### src/rtl/fifo_bit_deser_if.sv
// Bus bundle for fifo_bit_deser: FIFO pop side plus downstream word handshake.
// master = deserializer, slave = FIFO/consumer environment.
interface fifo_bit_deser_if #(
  parameter int WIDTH = 8
) ();
  logic             fifo_empty;
  logic             fifo_dout;
  logic             fifo_r_en;
  logic [WIDTH-1:0] out_data;
  logic             out_valid;
  logic             out_ready;

  modport master (
    input  fifo_empty,
    input  fifo_dout,
    input  out_ready,
    output fifo_r_en,
    output out_data,
    output out_valid
  );

  modport slave (
    output fifo_empty,
    output fifo_dout,
    output out_ready,
    input  fifo_r_en,
    input  out_data,
    input  out_valid
  );
endinterface

### src/rtl/fifo_bit_deser.sv
// Read-side consumer of the 1-bit async FIFO: pops serial bits and
// assembles them into WIDTH-bit words on a valid/ready output.
module fifo_bit_deser #(
  parameter int WIDTH     = 8,
  parameter bit MSB_FIRST = 1'b1
) (
  input  logic clk,
  input  logic rst_n,
  input  logic en,
  output logic busy,
  fifo_bit_deser_if.master bus
);

  localparam int CW = $clog2(WIDTH + 1);

  logic [WIDTH-1:0] shreg_q, shreg_d;
  logic [WIDTH-1:0] data_q, data_d;
  logic [CW-1:0]    cnt_q, cnt_d;
  logic             inflight_q;
  logic             valid_q, valid_d;
  logic             r_en;
  logic             xfer;
  logic [CW:0]      fill;

  // Bits stored plus the one still in the FIFO's read register.
  assign fill = {1'b0, cnt_q} + {{CW{1'b0}}, inflight_q};

  assign r_en = rst_n & en & ~bus.fifo_empty
              & (fill < (CW+1)'(WIDTH));

  assign xfer = (cnt_q == CW'(WIDTH))
              & (~valid_q | bus.out_ready);

  always_comb begin
    shreg_d = shreg_q;
    cnt_d   = cnt_q;
    data_d  = data_q;
    valid_d = valid_q;
    if (inflight_q) begin
      if (MSB_FIRST)
        shreg_d = {shreg_q[WIDTH-2:0], bus.fifo_dout};
      else
        shreg_d = {bus.fifo_dout, shreg_q[WIDTH-1:1]};
      cnt_d = cnt_q + CW'(1);
    end
    if (xfer) begin
      data_d  = shreg_q;
      valid_d = 1'b1;
      cnt_d   = '0;
    end else if (valid_q && bus.out_ready) begin
      valid_d = 1'b0;
    end
  end

  always_ff @(posedge clk) begin
    if (!rst_n) begin
      shreg_q    <= '0;
      data_q     <= '0;
      cnt_q      <= '0;
      inflight_q <= 1'b0;
      valid_q    <= 1'b0;
    end else begin
      shreg_q    <= shreg_d;
      data_q     <= data_d;
      cnt_q      <= cnt_d;
      inflight_q <= r_en;
      valid_q    <= valid_d;
    end
  end

  assign bus.fifo_r_en = r_en;
  assign bus.out_data  = data_q;
  assign bus.out_valid = valid_q;
  assign busy = (cnt_q != '0) | inflight_q | valid_q;

endmodule

### src/flat_wrapper.sv
// flat-port wrapper written by rule: the top's interface ports become plain ports
module fifo_bit_deser_flat 
#(
  parameter int WIDTH     = 8,
  parameter bit MSB_FIRST = 1'b1
)
  (clk, rst_n, en, busy, bus_fifo_empty, bus_fifo_dout, bus_out_ready, bus_fifo_r_en, bus_out_data, bus_out_valid);
  fifo_bit_deser_if #(.WIDTH(WIDTH)) bus_i ();
  input  logic clk;
  input  logic rst_n;
  input  logic en;
  output logic busy;
  input wire logic [$bits(bus_i.fifo_empty)-1:0] bus_fifo_empty;
  input wire logic [$bits(bus_i.fifo_dout)-1:0] bus_fifo_dout;
  input wire logic [$bits(bus_i.out_ready)-1:0] bus_out_ready;
  output wire logic [$bits(bus_i.fifo_r_en)-1:0] bus_fifo_r_en;
  output wire logic [$bits(bus_i.out_data)-1:0] bus_out_data;
  output wire logic [$bits(bus_i.out_valid)-1:0] bus_out_valid;
  assign bus_i.fifo_empty = bus_fifo_empty;
  assign bus_i.fifo_dout = bus_fifo_dout;
  assign bus_i.out_ready = bus_out_ready;
  assign bus_fifo_r_en = bus_i.fifo_r_en;
  assign bus_out_data = bus_i.out_data;
  assign bus_out_valid = bus_i.out_valid;
  fifo_bit_deser #(.WIDTH(WIDTH), .MSB_FIRST(MSB_FIRST)) u_core (.clk(clk), .rst_n(rst_n), .en(en), .busy(busy), .bus(bus_i));
endmodule
### config.mk
export PLATFORM = sky130hd
export DESIGN_NAME = fifo_bit_deser_flat
export DESIGN_NICKNAME = d
export VERILOG_FILES = /design/src/rtl/fifo_bit_deser_if.sv /design/src/rtl/fifo_bit_deser.sv /design/src/flat_wrapper.sv
export SDC_FILE = /design/constraint.sdc
export NUM_CORES = 1
export LEC_CHECK = 0
export ABC_AREA = 1
export CORE_MARGIN = 2
export CORE_UTILIZATION = 49
export DETAILED_ROUTE_END_ITERATION = 8
export GPL_TIMING_DRIVEN = 0
export PLACE_DENSITY = 0.77
export SYNTH_ARGS = -nofsm -noshare
export SYNTH_HDL_FRONTEND = slang
export SYNTH_SLANG_ARGS = --single-unit
### constraint.sdc
create_clock -name clk -period 1.43 [get_ports clk]
set_clock_uncertainty 0.1 [all_clocks]
set_input_delay 0.429 -clock clk [delete_from_list [all_inputs] [get_ports clk]]
set_output_delay 0.429 -clock clk [all_outputs]
set_load 0.05 [all_outputs]
### Word level (Yosys, flattened, before mapping)

Cells that the tools add are included.

* register bits after elaboration: 22
* bits in latches: 0
* RAM bits: 0
* bits in read-only memories: 0
* output and inout port bits: 11
* memories kept: 0

* add/sub/neg operators: 2
* multiply operators: 0
* divide/modulo/power cells: 0
* order comparisons: 1
* equal/unequal tests: 1
* shifts and indexed selects: 0
* multiplexer cells: 2
* bitwise logic cells: 10
* reduce and logical (&&, ||, !) cells: 4

Operators with widths (count)
* 4-bit by 1-bit adder with 5-bit output: 1
* 5-bit by 4-bit < comparator with 1-bit output, second input constant: 1
* 4-bit by 1-bit adder with 4-bit output, second input constant: 1
* 1-bit bitwise AND: 4
* 4-bit == test, second input constant: 1
* 4-bit nonzero test: 1
* 1-bit inverter: 3
* 1-bit OR: 3
* 1-bit two-way mux: 2
* 2-bit nonzero test: 1
* 2-bit OR reduction: 1
* 1-bit logical AND: 1

### Longest topological paths before layout

* depth after elaboration: 4
* gate-level depth with buffers: 7
* mapped depth without buffers: 7

### Worst setup path before layout

No wires, ideal clock.

* kind: input-to-output
* from: in rst_n
* to: out bus_fifo_r_en
* data arrival time: 1.727 ns
* data required time: 0.901 ns
* slack: -0.826 ns
* stages on the path: 3
* path buffers: 1
* cell sequence: buf_2 -> nand3b_1 -> nor3_1

* cells in the longest elaborated chain, start to end: 3

RTL lines
* from (decl): RTL line flat_wrapper.sv:10 `input logic rst_n;`
* 1-bit bitwise AND (2 in a row): RTL line fifo_bit_deser.sv:28 `assign r_en = rst_n & en & ~bus.fifo_empty`
* 1-bit bitwise AND: RTL line fifo_bit_deser.sv:29 `& (fill < (CW+1)'(WIDTH));`
* to (decl): RTL line flat_wrapper.sv:16 `output wire logic [$bits(bus_i.fifo_r_en)-1:0] bus_fifo_r_en;`

Every way passes these cells.

### Worst setup path after layout

* from: reg u_core.cnt_q[2]
* to: out bus_fifo_r_en

* cells in the longest elaborated chain, start to end: 3

RTL lines
* from (decl): RTL line fifo_bit_deser.sv:18 `logic [CW-1:0] cnt_q, cnt_d;`
* from (signal assigned): RTL line fifo_bit_deser.sv:65 `cnt_q <= cnt_d;`
* 4-bit by 1-bit adder with 5-bit output: RTL line fifo_bit_deser.sv:26 `assign fill = {1'b0, cnt_q} + {{CW{1'b0}}, inflight_q};`
* 5-bit by 4-bit < comparator with 1-bit output: RTL line fifo_bit_deser.sv:29
* 1-bit bitwise AND: RTL line fifo_bit_deser.sv:29

Every way passes these cells.

==> run_results.csv <==
group,metric,value,unit
detailed_routing,routed_wl,1.85,mm
timing,slew_headroom,78.5,%
logic_synthesis,synthMuxAreaShare,0,%
layout,drive_above_1_share,29.1,%
logic_synthesis,seq_area_frac_synth,48.5,%
floorplanning,io_pins,17,
detailed_routing,vias_per_cell,4.93,
setup_path,crit_type,"reg -> out",
clocking,clockBufferDepth,2,
floorplanning,die_w,47.1,microns
logic_synthesis,ys_ff_latch,22,
outcome,violations,"setup timing",
logic_synthesis,yosysMostFrequentCell,"dfxtp_1",
power,p_clk_share,27.0,%
timing,fmax,0.584,GHz
clocking,root_buffer,"clkbuf_4",
detailed_routing,antenna_left,0,
setup_path,crit_path_max_fanout,4,
setup_path,critical_path.startpoint_type,"flip-flop",
layout,instances_no_fill,166,
clocking,clock_latency,0.31,ns
power,intPower,770,uW
timing,worst_pin_slew,0.321,ns
timing,period_minus_slack,1.71,ns
logic_synthesis,syn_area,908,sq um
detailed_routing,vias,818,
detailed_routing,remaining_drc_errors,0,
floorplanning,num_rows,15,
timing,period_share,120,%
setup_path,critPathArrivalTime,1.18,ns
logic_synthesis,synthXorXnorAreaFrac,0,%
min_path,min_path_cells,2,
layout,final_area,1220,sq um
detailed_routing,first_pass_iters,4,
setup_path,r2r-end,"u_core.cnt_q[0]",
clocking,cts_max_level,1,
power,p_switching,244,uW
power,total_leakage_power,0.491,nW
timing,setup_tns,-0.560,ns
logic_synthesis,synth_compound_area_share,11.8,%
global_routing,grtUsageMet3,4.62,%
global_routing,grt_pass1_vias,771,
logic_synthesis,synth-simple-area-share,28.7,%
setup_path,cp.required,0.90,ns
logic_synthesis,synth_common_cells,"22 x dfxtp_1, 21 x nor2_1, 17 x nand2_1, 15 x inv_1, 11 x a21oi_1",
global_routing,antenna_found_initial,0,
logic_synthesis,avgSynthCellArea,7.51,sq um
logic_synthesis,syn-num-nets,129,
global_routing,grt_usage,20.9,%
logic_synthesis,yosysTopAreaCell,"dfxtp_1",
logic_synthesis,synth.distinct_cells,16,
clocking,cts_inserted_buffers,3,
timing,hold_viol,0,
power,finalPower,1.01,mW
floorplanning,start_util,52.6,%
place,io_buffers,15,
global_routing,gr-max-usage-layer,"met2",
power,powerDensity,831,nW/um^2
min_path,min-delay-path-class,"in -> reg",
timing,final-setup-viol-count,2,
logic_synthesis,synth_top_family_by_area,"simple AND/OR/NAND/NOR gates",
logic_synthesis,synth-edff-count,0,
global_routing,met1_usage,23.8,%
global_routing,grt_max_degree,12,
setup_path,r2r_cells,7,
power,switching_share,24.1,%
place,dp.cells,161,
layout,antenna_cells,0,
floorplanning,die_height,47.1,microns
outcome,outcome,"complete, but fails checks",
detailed_routing,routedWlPerCell,11.1,microns
global_routing,use_met2,36.2,%
logic_synthesis,yosys_warnings,0,
layout,syn_to_final_growth,34.3,%
timing,grt_setup_unrepaired,"yes",
logic_synthesis,yosys.area.top_type_share,48.5,%
power,combPwrFrac,10.8,%
setup_path,reg2reg_slack,0.13,ns
logic_synthesis,synthArstFlopShare,0,%
logic_synthesis,synth.area.top_cells,"dfxtp_1 48%, nor2_1 8.7%, nand2_1 7.0%",
place,hpwl,1.30,mm
setup_path,endpoint_kind,"output pin",
global_routing,grt_pass1_wl,3.21,mm
logic_synthesis,yosys_most_used_dff,"dfxtp_1",
power,irDropWorstVdd,619,uV
clocking,clk_pin_slew,0.11,ns
clocking,cts_sinks,22,
detailed_routing,drtIter0Drc,13,
setup_path,crit_end,"bus_fifo_r_en",
timing,final_max_slew_viol_count,0,
job,maxCapViolations,0,
setup_path,rr_startpoint,"u_core.cnt_q[1]",
power,p_seq_share,62.1,%
clocking,cts_tree,"done",
logic_synthesis,synth_cells,121,
logic_synthesis,synth-adder-area-share,2.75,%
place,routabilityCongestion,0.796,
place,post-place-ws,-1.14,ns
timing,fin_ws,-0.283,ns
global_routing,grt_overflow,0,
layout,nNetsFinal,151,
place,dpl_cell_area,1130,sq um
setup_path,crit_start,"u_core.cnt_q[2]",
floorplanning,dieArea,2210,sq um
floorplanning,core_area,1730,sq um
==> layer usage <==
| layer | vias up | share of wire [%] |
|---|---|---|
| met1 | 367 | 40 |
| met2 | 20 | 52 |
| met3 | 7 | 4.7 |
| met4 | 0 | 3.2 |
| li1 | 424 | - |
| met5 | - | 0 |
==> flip-flops by register name, indices dropped and copies added (netlist names) <==
signal	flops
u_core.cnt_q	4
u_core.bus.out_data	8
u_core.inflight_q	1
u_core.bus.out_valid	1
u_core.shreg_q	8
==> critical path, cell delays in order (launching register included) <==
cell	delay, ns
dfxtp_4	0.38
nand2_2	0.10
nor2_4	0.06
nor3_4	0.16
buf_6	0.18
==> cells by family (layout without fill, tap and decap cells) <==
| kind of cell | Yosys count | in the layout |
|---|---|---|
| simple gates | 57 | 57 |
| flops | 22 | 22 |
| compound gates | 21 | 21 |
| buf+inv | 19 | 39 |
| fa+ha+maj | 2 | 2 |
==> cell usage in the layout (no fill, tap or decap), types with 3 or more instances in the layout <==
master,n
nor2_1,20
dfxtp_1,16
nand2_1,14
inv_1,13
a21oi_1,11
o21ai_0,9
nand3_1,9
buf_4,8
nand2_2,5
buf_6,4
buf_8,3
nor2_4,3
clkbuf_4,3
dfxtp_4,3
dfxtp_2,3
==> worst min path at each step <==
stage | from | end | slack [ns]
after floorplan | u_core.shreg_q[1] | u_core.shreg_q[2] | 0.34
after global placement | u_core.shreg_q[4] | u_core.shreg_q[5] | 0.36
after detailed placement | u_core.shreg_q[1] | u_core.shreg_q[2] | 0.37
after CTS | rst_n | u_core.bus.out_valid | 0.27
after global routing | rst_n | u_core.bus.out_valid | 0.26
final | rst_n | u_core.bus.out_valid | 0.27
==> stage by stage <==
| step | hold WS, ns | utilization, % |
|---|---|---|
| global placement | 0.357 | 65.4 |
| CTS | 0.270 | 69.3 |
| floorplan | 0.345 | - |
| global route | 0.262 | 70.7 |
| finish | 0.274 | 70.7 |
| detailed placement | 0.369 | 65.4 |
==> cell type report <==
cell class | instances | area [sq um]
plain buffers | 4 | 40.0
clock buffers | 3 | 22.5
fillers | 153 | 507
inverters | 15 | 56.3
multi-input cells | 80 | 455
flip-flops and latches | 22 | 455
well taps | 25 | 31.3
repair buffers | 17 | 159
==> timing repair <==
item / in CTS / in global routing
hold buffers: 0 / 0
resized for setup: 91 / 6
gates cloned: 0 / 0
endpoints found under the hold margin: 0 / 0
buffers inserted: 1 / 1
setup endpoints to repair: 15 / 9
pin swaps: 3 / 0
==> power by group through the flow <==
| stage | clock network [mW] | registers (mW) | logic (mW) |
|---|---|---|---|
| 6_report | 0.274 | 0.630 | 0.110 |
| 5_1_grt | 0.315 | 0.632 | 0.122 |
| 4_1_cts | 0.290 | 0.633 | 0.110 |
| 3_5_place_dp | 0 | 0.647 | 0.0992 |
| 3_3_place_gp | 0 | 0.647 | 0.0964 |
| 2_1_floorplan | 0 | 0.646 | 0.0691 |
(Power assumes the default switching activity.)
